<file path="config.mk">
export PLATFORM = sky130hd
export DESIGN_NAME = driver_monitor_dump_ctrl
export DESIGN_NICKNAME = d
export VERILOG_FILES = /design/src/rtl/driver_monitor_pkg.sv /design/src/rtl/driver_monitor_dump_ctrl.sv
export SDC_FILE = /design/constraint.sdc
export NUM_CORES = 1
export LEC_CHECK = 0
export BUFFER_PORTS_ARGS = -buffer_cell sky130_fd_sc_hd__buf_2
export CORE_ASPECT_RATIO = 0.6
export CORE_MARGIN = 2
export CORE_UTILIZATION = 45
export DETAILED_ROUTE_END_ITERATION = 7
export GPL_TIMING_DRIVEN = 0
export PLACE_DENSITY = 0.71
export SLEW_MARGIN = 5
export SYNTH_ARGS = -nofsm -noshare
export SYNTH_HDL_FRONTEND = slang
export SYNTH_SLANG_ARGS = --single-unit
</file>
<file path="constraint.sdc">
create_clock -name clk -period 3.8 [get_ports clk]
set_input_delay 0.38 -clock clk [delete_from_list [all_inputs] [get_ports clk]]
set_output_delay 0.38 -clock clk [all_outputs]
set_load 0.005 [all_outputs]
</file>
<file path="src/rtl/driver_monitor_pkg.sv">
// Shared types, select codes and dump word layout for the driver monitor readout path.
// Macro DRVMON_DUMP_CHECKSUM_EN adds the CSUM state to the dump sequencer.
package driver_monitor_pkg;

    typedef enum logic [2:0] {
        ST_IDLE,
        ST_HDR,
        ST_SEL,
        ST_FETCH,
        ST_SEND,
        ST_FOOT,
        ST_DONE
`ifdef DRVMON_DUMP_CHECKSUM_EN
        , ST_CSUM
`endif
    } dump_state_t;

    localparam logic [1:0] ARR_ADDR_MON      = 2'd0;
    localparam logic [1:0] ARR_ADDR_FIFO_MON = 2'd1;
    localparam logic [1:0] ARR_VCTR_MON      = 2'd2;
    localparam logic [1:0] ARR_VCTR_FIFO_MON = 2'd3;

    localparam logic [15:0] HDR_TAG_DEFAULT = 16'hD0A5;

    // Word layout, shared with the host-side decoder model.
    localparam int WORD_TAG_LSB       = 16;
    localparam int WORD_SEQ_LSB       = 8;
    localparam int WORD_NBINS_LSB     = 0;
    localparam int WORD_ARR_LSB       = 30;
    localparam int WORD_IDX_LSB       = 24;
    localparam int WORD_CNT_LSB       = 0;
    localparam int WORD_FOOT_ADDR_LSB = 16;
    localparam int WORD_FOOT_VCTR_LSB = 0;

    function automatic logic [31:0] pack_hdr(input logic [15:0] tag, input logic [7:0] seq,
                                             input logic [7:0] nbins);
        return (32'(tag) << WORD_TAG_LSB) | (32'(seq) << WORD_SEQ_LSB) |
               (32'(nbins) << WORD_NBINS_LSB);
    endfunction

    function automatic logic [31:0] pack_bin(input logic [1:0] arr, input logic [5:0] idx,
                                             input logic [15:0] cnt);
        return (32'(arr) << WORD_ARR_LSB) | (32'(idx) << WORD_IDX_LSB) |
               (32'(cnt) << WORD_CNT_LSB);
    endfunction

    function automatic logic [31:0] pack_foot(input logic [15:0] fill_a, input logic [15:0] fill_v);
        return (32'(fill_a) << WORD_FOOT_ADDR_LSB) | (32'(fill_v) << WORD_FOOT_VCTR_LSB);
    endfunction

    // Array walk order: addr cycle, addr fill, vctr cycle, vctr fill.
    function automatic logic [1:0] next_arr(input logic [1:0] arr);
        case (arr)
            ARR_ADDR_MON:      return ARR_ADDR_FIFO_MON;
            ARR_ADDR_FIFO_MON: return ARR_VCTR_MON;
            ARR_VCTR_MON:      return ARR_VCTR_FIFO_MON;
            default:           return ARR_ADDR_MON;
        endcase
    endfunction

endpackage

</file>
<file path="src/rtl/driver_monitor_dump_ctrl.sv">
// Readout sequencer: streams header, every histogram bin and a fill footer to the host.
// Macro DRVMON_DUMP_CHECKSUM_EN appends an XOR checksum word that then carries tlast.
module driver_monitor_dump_ctrl
    import driver_monitor_pkg::*;
#(
    parameter int unsigned NUM_BINS         = 16,
    parameter int unsigned CNT_W            = 16,
    parameter int unsigned CLEAR_AFTER_DUMP = 1,
    parameter logic [15:0] HDR_TAG          = HDR_TAG_DEFAULT
) (
    input  logic                        clk,
    input  logic                        reset,
    input  logic                        start_dump,
    input  logic                        end_program,
    input  logic                        auto_en,
    output logic [1:0]                  bin_arr_sel,
    output logic [$clog2(NUM_BINS)-1:0] bin_idx,
    input  logic [CNT_W-1:0]            bin_data,
    input  logic [15:0]                 fill_addr,
    input  logic [15:0]                 fill_vctr,
    output logic [31:0]                 m_tdata,
    output logic                        m_tvalid,
    input  logic                        m_tready,
    output logic                        m_tlast,
    output logic                        busy,
    output logic                        freeze,
    output logic                        stats_clr,
    output logic [7:0]                  dump_seq,
    output logic                        trig_drop,
    output logic [2:0]                  dbg_state
);

    localparam int unsigned IDX_W = $clog2(NUM_BINS);
    localparam logic [IDX_W-1:0] IDX_LAST = IDX_W'(NUM_BINS - 1);

    // Stream link: a word moves on a cycle with m_tvalid & m_tready; once m_tvalid is
    // raised, m_tdata/m_tlast hold and m_tvalid stays high until that transfer (or reset).

    dump_state_t     state_q, state_d;
    logic [1:0]      arr_q;
    logic [IDX_W-1:0] idx_q;
    logic [CNT_W-1:0] count_q;
    logic [31:0]     foot_q;
    logic [7:0]      dump_seq_q;
    logic            pending_q;
    logic            trig_drop_q;

    logic trig;
    logic xfer;
    logic last_bin;

    assign trig     = start_dump | (auto_en & end_program);
    assign xfer     = m_tvalid & m_tready;
    assign last_bin = (arr_q == ARR_VCTR_FIFO_MON) && (idx_q == IDX_LAST);

    always_ff @(posedge clk) begin
        if (!reset) begin
            state_q <= ST_IDLE;
        end else begin
            state_q <= state_d;
        end
    end

    always_comb begin
        state_d = state_q;
        case (state_q)
            ST_IDLE:  if (trig || pending_q) state_d = ST_HDR;
            ST_HDR:   if (m_tready) state_d = ST_SEL;
            ST_SEL:   state_d = ST_FETCH;
            ST_FETCH: state_d = ST_SEND;
            ST_SEND:  if (m_tready) state_d = last_bin ? ST_FOOT : ST_SEL;
`ifdef DRVMON_DUMP_CHECKSUM_EN
            ST_FOOT:  if (m_tready) state_d = ST_CSUM;
            ST_CSUM:  if (m_tready) state_d = ST_DONE;
`else
            ST_FOOT:  if (m_tready) state_d = ST_DONE;
`endif
            ST_DONE:  state_d = ST_IDLE;
            default:  state_d = ST_IDLE;
        endcase
    end

`ifdef DRVMON_DUMP_CHECKSUM_EN
    logic [31:0] csum_q;

    always_ff @(posedge clk) begin
        if (!reset) begin
            csum_q <= '0;
        end else if (state_q == ST_IDLE) begin
            csum_q <= '0;
        end else if (xfer) begin
            csum_q <= csum_q ^ m_tdata;
        end
    end
`endif

    always_comb begin
        m_tvalid  = 1'b0;
        m_tdata   = '0;
        m_tlast   = 1'b0;
        stats_clr = 1'b0;
        case (state_q)
            ST_HDR: begin
                m_tvalid = 1'b1;
                m_tdata  = pack_hdr(HDR_TAG, dump_seq_q, 8'(NUM_BINS));
            end
            ST_SEND: begin
                m_tvalid = 1'b1;
                m_tdata  = pack_bin(arr_q, 6'(idx_q), 16'(count_q));
            end
            ST_FOOT: begin
                m_tvalid = 1'b1;
                m_tdata  = foot_q;
`ifndef DRVMON_DUMP_CHECKSUM_EN
                m_tlast  = 1'b1;
`endif
            end
`ifdef DRVMON_DUMP_CHECKSUM_EN
            ST_CSUM: begin
                m_tvalid = 1'b1;
                m_tdata  = csum_q;
                m_tlast  = 1'b1;
            end
`endif
            ST_DONE: stats_clr = (CLEAR_AFTER_DUMP != 0);
            default: ;
        endcase
    end

    always_ff @(posedge clk) begin
        if (!reset) begin
            arr_q       <= ARR_ADDR_MON;
            idx_q       <= '0;
            count_q     <= '0;
            foot_q      <= '0;
            dump_seq_q  <= '0;
            pending_q   <= 1'b0;
            trig_drop_q <= 1'b0;
        end else begin
            if (state_q == ST_IDLE) begin
                arr_q <= ARR_ADDR_MON;
                idx_q <= '0;
            end else if (state_q == ST_SEND && m_tready) begin
                if (idx_q == IDX_LAST) begin
                    idx_q <= '0;
                    arr_q <= next_arr(arr_q);
                end else begin
                    idx_q <= idx_q + 1'b1;
                end
            end

            if (state_q == ST_FETCH) begin
                count_q <= bin_data;
            end

            // Footer fill levels are captured on the edge that enters FOOT.
            if (state_q == ST_SEND && m_tready && last_bin) begin
                foot_q <= pack_foot(fill_addr, fill_vctr);
            end

            if (state_q == ST_DONE) begin
                dump_seq_q <= dump_seq_q + 8'd1;
            end

            // One request may wait behind a running dump; any further one is lost.
            if (state_q == ST_IDLE) begin
                pending_q <= 1'b0;
            end else if (trig) begin
                pending_q <= 1'b1;
                if (pending_q) begin
                    trig_drop_q <= 1'b1;
                end
            end
        end
    end

    assign busy        = (state_q != ST_IDLE);
    assign freeze      = (state_q == ST_FETCH) || (state_q == ST_SEND) ||
                         ((state_q == ST_SEL) && ((arr_q != ARR_ADDR_MON) || (idx_q != '0)));
    assign bin_arr_sel = arr_q;
    assign bin_idx     = idx_q;
    assign dump_seq    = dump_seq_q;
    assign trig_drop   = trig_drop_q;
    assign dbg_state   = state_q;

endmodule
</file>
==> summary.md <==
| Metric | Value |
|---|---|
| Outcome | `complete, no violations` |
| Async SR Flop Fraction | `0` |
| Hold EP | `count_q[10]` |
| Bufs on Longest Clock Path | `2` |
| Switching power | `457 uW` |
| Synth Warn # | `0` |
| FF-to-FF Start | `bin_idx[0]` |
| Peak Freq | `just over 0.4 GHz` |
| Core area | `7330 um^2` |
| Critical path class | `reg -> out` |
| Crit path largest cell delay | `0.38 ns` |
| Final Hold Slack | `0.290 ns` |
| RSZ-0062 raised after global routing | `no` |
| Critical Path AT | `2.05 ns` |
| First-pass GRT wire length | `around 17000 um` |
| Area Growth Syn to Fin | `29.3%` |
| Die Height | `71.7 um` |
| Crit share post-route | `0.640` |
| Via count | `3556` |
| Nets | `599` |
| Worst-Skew Late Latency | `0.33 ns` |
| Most Frequent Cell on Critical Path | `buf_2` |
| Pin count of the biggest net entering global routing | `13` |
| Slew @ Worst Pin | `approximately 0.65 ns` |
| Final-report setup violation count | `0` |
| Hold Vio Cnt, Final | `0` |
| Sequential power share | `0.384` |
| Placer Congestion | `0.867` |
| CP Cell Sequence | `buf_6 > buf_2 > buf_2 > o21ai_0 > a21oi_1 > buf_2` |
| Dominant synthesized flop cell | `dfxtp_1` |
| Clk root buf | `clkbuf_16` |
| Most numerous cell in the Yosys netlist | `dfxtp_1` |
| Worst Path Required | `3.42 ns` |
| Post-CTS sizing | `0` |
| Startpoint types | `flop` |
| Synth Register Bits | `67` |
| Final Max Slew Viols | `0` |
| 1st-iter DRT viols | `249` |
| Crit path launch | `dbg_state[0]` |
| Yosys top cell by area | `dfxtp_1` |
| Vias in the first global route | `approximately 3400` |
| Mapped Cells | `420` |
| Avg WL per Cell | `16.2 um` |
| Antenna viol nets, final | `0` |
| Seq/Total Area, Yosys | `0.390` |
| Dpl hpwl | `7740 um` |
| Die area | `8390 um^2` |
| Clock Pin Slew Worst Setup and Hold Paths | `about 0.060 ns` |
| Power per cell area | `423 nW/um^2` |
| Setup crit end kind | `output port` |
| Commonest cells in the netlist | `dfxtp_1, a21boi_0, nand2_1, o21ai_0, nand3_1` |
| Max rail drop VDD | `approximately 240 uV` |
| Post-CTS Setup Bufs | `0` |
| Gr usage total | `0.260` |
| Capturing point of the worst reg2reg path | `dbg_state[0]` |
| Worst setup margin | `1.37 ns` |
| Syn avg cell area | `8.19 um^2` |
| Layout cells sized above 1 | `0.281` |
| Layout Skew | `0.00764 ns` |
| Syn nets | `480` |
| Synthesized cell area | `3440 um^2` |
| First drt pass iteration count | `5` |
| LEAKAGE | `1.82 nW` |
| Top post-synthesis cells by area | `dfxtp_1, a21boi_0, o21ai_0` |
| ANT cells | `0` |
| TritonCTS Buffers | `9` |
| Min-delay src | `bin_data[10]` |
| Top cell type's share of synthesized area | `0.390` |
| Combinational Power Share | `0.119` |
| Internal power | `approximately 1.4 mW` |
| Hold WC Path Type | `in -> reg` |
| Hold buffer count at cts | `0` |
| Post-synth EDFFs | `0` |
| Slew headroom | `0.562` |
| I/O pins | `109` |
| Die Wd | `117 um` |
| Setup Slack @ Placement | `~1.8 ns` |
| Initial antenna violation count | `0` |
| Site Rows | `24` |
| Max_cap viols | `0` |
| TritonCTS Sinks | `67` |
| CTS tree | `built` |
| Worst reg2reg setup slack | `roughly 1.9 ns` |
| Clk pwr share | `0.497` |
| IO Port Bufs | `approximately 110` |
| Switching share of total power | `0.243` |
| Hold Crit Depth | `3` |
| DR DRC count | `0` |
| Maximum fanout along the worst path | `10` |
| Tmin final | `2.43 ns` |
| Htree depth | `3` |
| Routed WL | `10500 um` |
| Slowest-stage cell, CP | `dfxtp_1` |
| Starting Density | `0.470` |
| Post-synth cell types | `44` |
| Total grt overflow | `0` |
| Vias per cell | `5.49` |
| Setup total negative slack | `0 ns` |
| Worst R2R Path Depth | `5` |
-- flip-flops by register name, indices dropped and copies added, names as in the netlist --
register     flops
bin_arr_sel      2
bin_idx          4
count_q         16
dbg_state        3
dump_seq         8
foot_q          32
pending_q        1
trig_drop        1
-- layer usage --
metal	GRT usage	wire, um	share of wire	up-vias
li1	-	-	-	1708
met1	0.363	5050	0.48	1684
met2	0.383	4430	0.42	150
met3	0.0838	875	0.083	14
met4	0.0784	131	0.012	0
met5	0	0	0	-
-- placed cells by master (no fill, tap or decap), types with 2 or more instances in the layout --
cell / instances
clkinvlp_4: 2
nand3b_1: 2
o31ai_1: 3
a22oi_1: 8
ha_1: 6
and2_1: 7
mux2_2: 10
o21a_1: 2
a21boi_0: 52
o21ai_0: 41
nand2_1: 44
nor2_1: 27
bufinv_16: 2
clkbuf_16: 9
xnor2_1: 3
nand2b_1: 4
or4_1: 3
nor3_1: 3
a21oi_1: 13
a21boi_1: 2
a31oi_1: 2
buf_4: 5
buf_2: 119
nand3_1: 34
or3_1: 5
inv_1: 13
mux2i_1: 12
dfxtp_1: 67
clkbuf_8: 2
nor2b_1: 3
clkbuf_1: 18
nand4_1: 4
-- area by class of cell --
type	count	area (um^2)
clock buffers	11	253
repair buffers	108	541
flip-flops and latches	67	1340
inverters	13	48.8
clock inverters	5	83.8
plain buffers	36	175
well taps	104	130
fillers	687	2880
multi-input cells	304	1880
-- stage by stage --
step / instances / cell area [um^2] / util / power, mW
5_1_grt: 648 / 4450 / 0.607 / 1.94
2_1_floorplan: 420 / 3440 / - / 0.863
4_1_cts: 648 / 4450 / 0.607 / 1.88
6_report: 648 / 4450 / 0.607 / 1.88
3_3_place_gp: 632 / 4110 / 0.561 / 0.952
3_5_place_dp: 632 / 4110 / 0.561 / 0.957
-- worst max-delay path by stage --
stage	endpoint	slack, ns	depth (start not counted)
2_1_floorplan	m_tdata[30]	2.19	5
3_3_place_gp	m_tdata[4]	1.77	6
3_5_place_dp	m_tdata[30]	1.78	6
4_1_cts	m_tdata[30]	1.42	6
5_1_grt	m_tdata[30]	1.26	6
6_report	m_tdata[4]	1.37	6
-- power groups by stage --
stage	clock network, mW	logic (mW)	registers, mW
after floorplan	0	0.128	0.735
after global placement	0	0.216	0.736
after detailed placement	0	0.220	0.737
after global routing	0.969	0.245	0.723
final	0.934	0.224	0.722
after CTS	0.941	0.222	0.721
-- worst max-delay path, delay by kind of cell (launching register included) --
family	cells	cell delay [ns]
flip-flops	1	0.38
buffers and inverters	4	0.90
AO/OA/AOI/OAI	2	0.44
-- kinds of logic after synthesis --
| kind of cell | after synthesis | share of synthesized area |
|---|---|---|
| adders and majority gates | 6 | 0.0218 |
| buffers and inverters | 49 | 0.0651 |
| AOI/OAI and AO/OA | 130 | 0.246 |
| xor gates and xnor gates | 3 | 0.00764 |
| DFF | 67 | 0.390 |
| and+or+nand+nor | 143 | 0.202 |
| muxes | 22 | 0.0676 |
No activity file was read; power rests on OpenSTA's default activity.
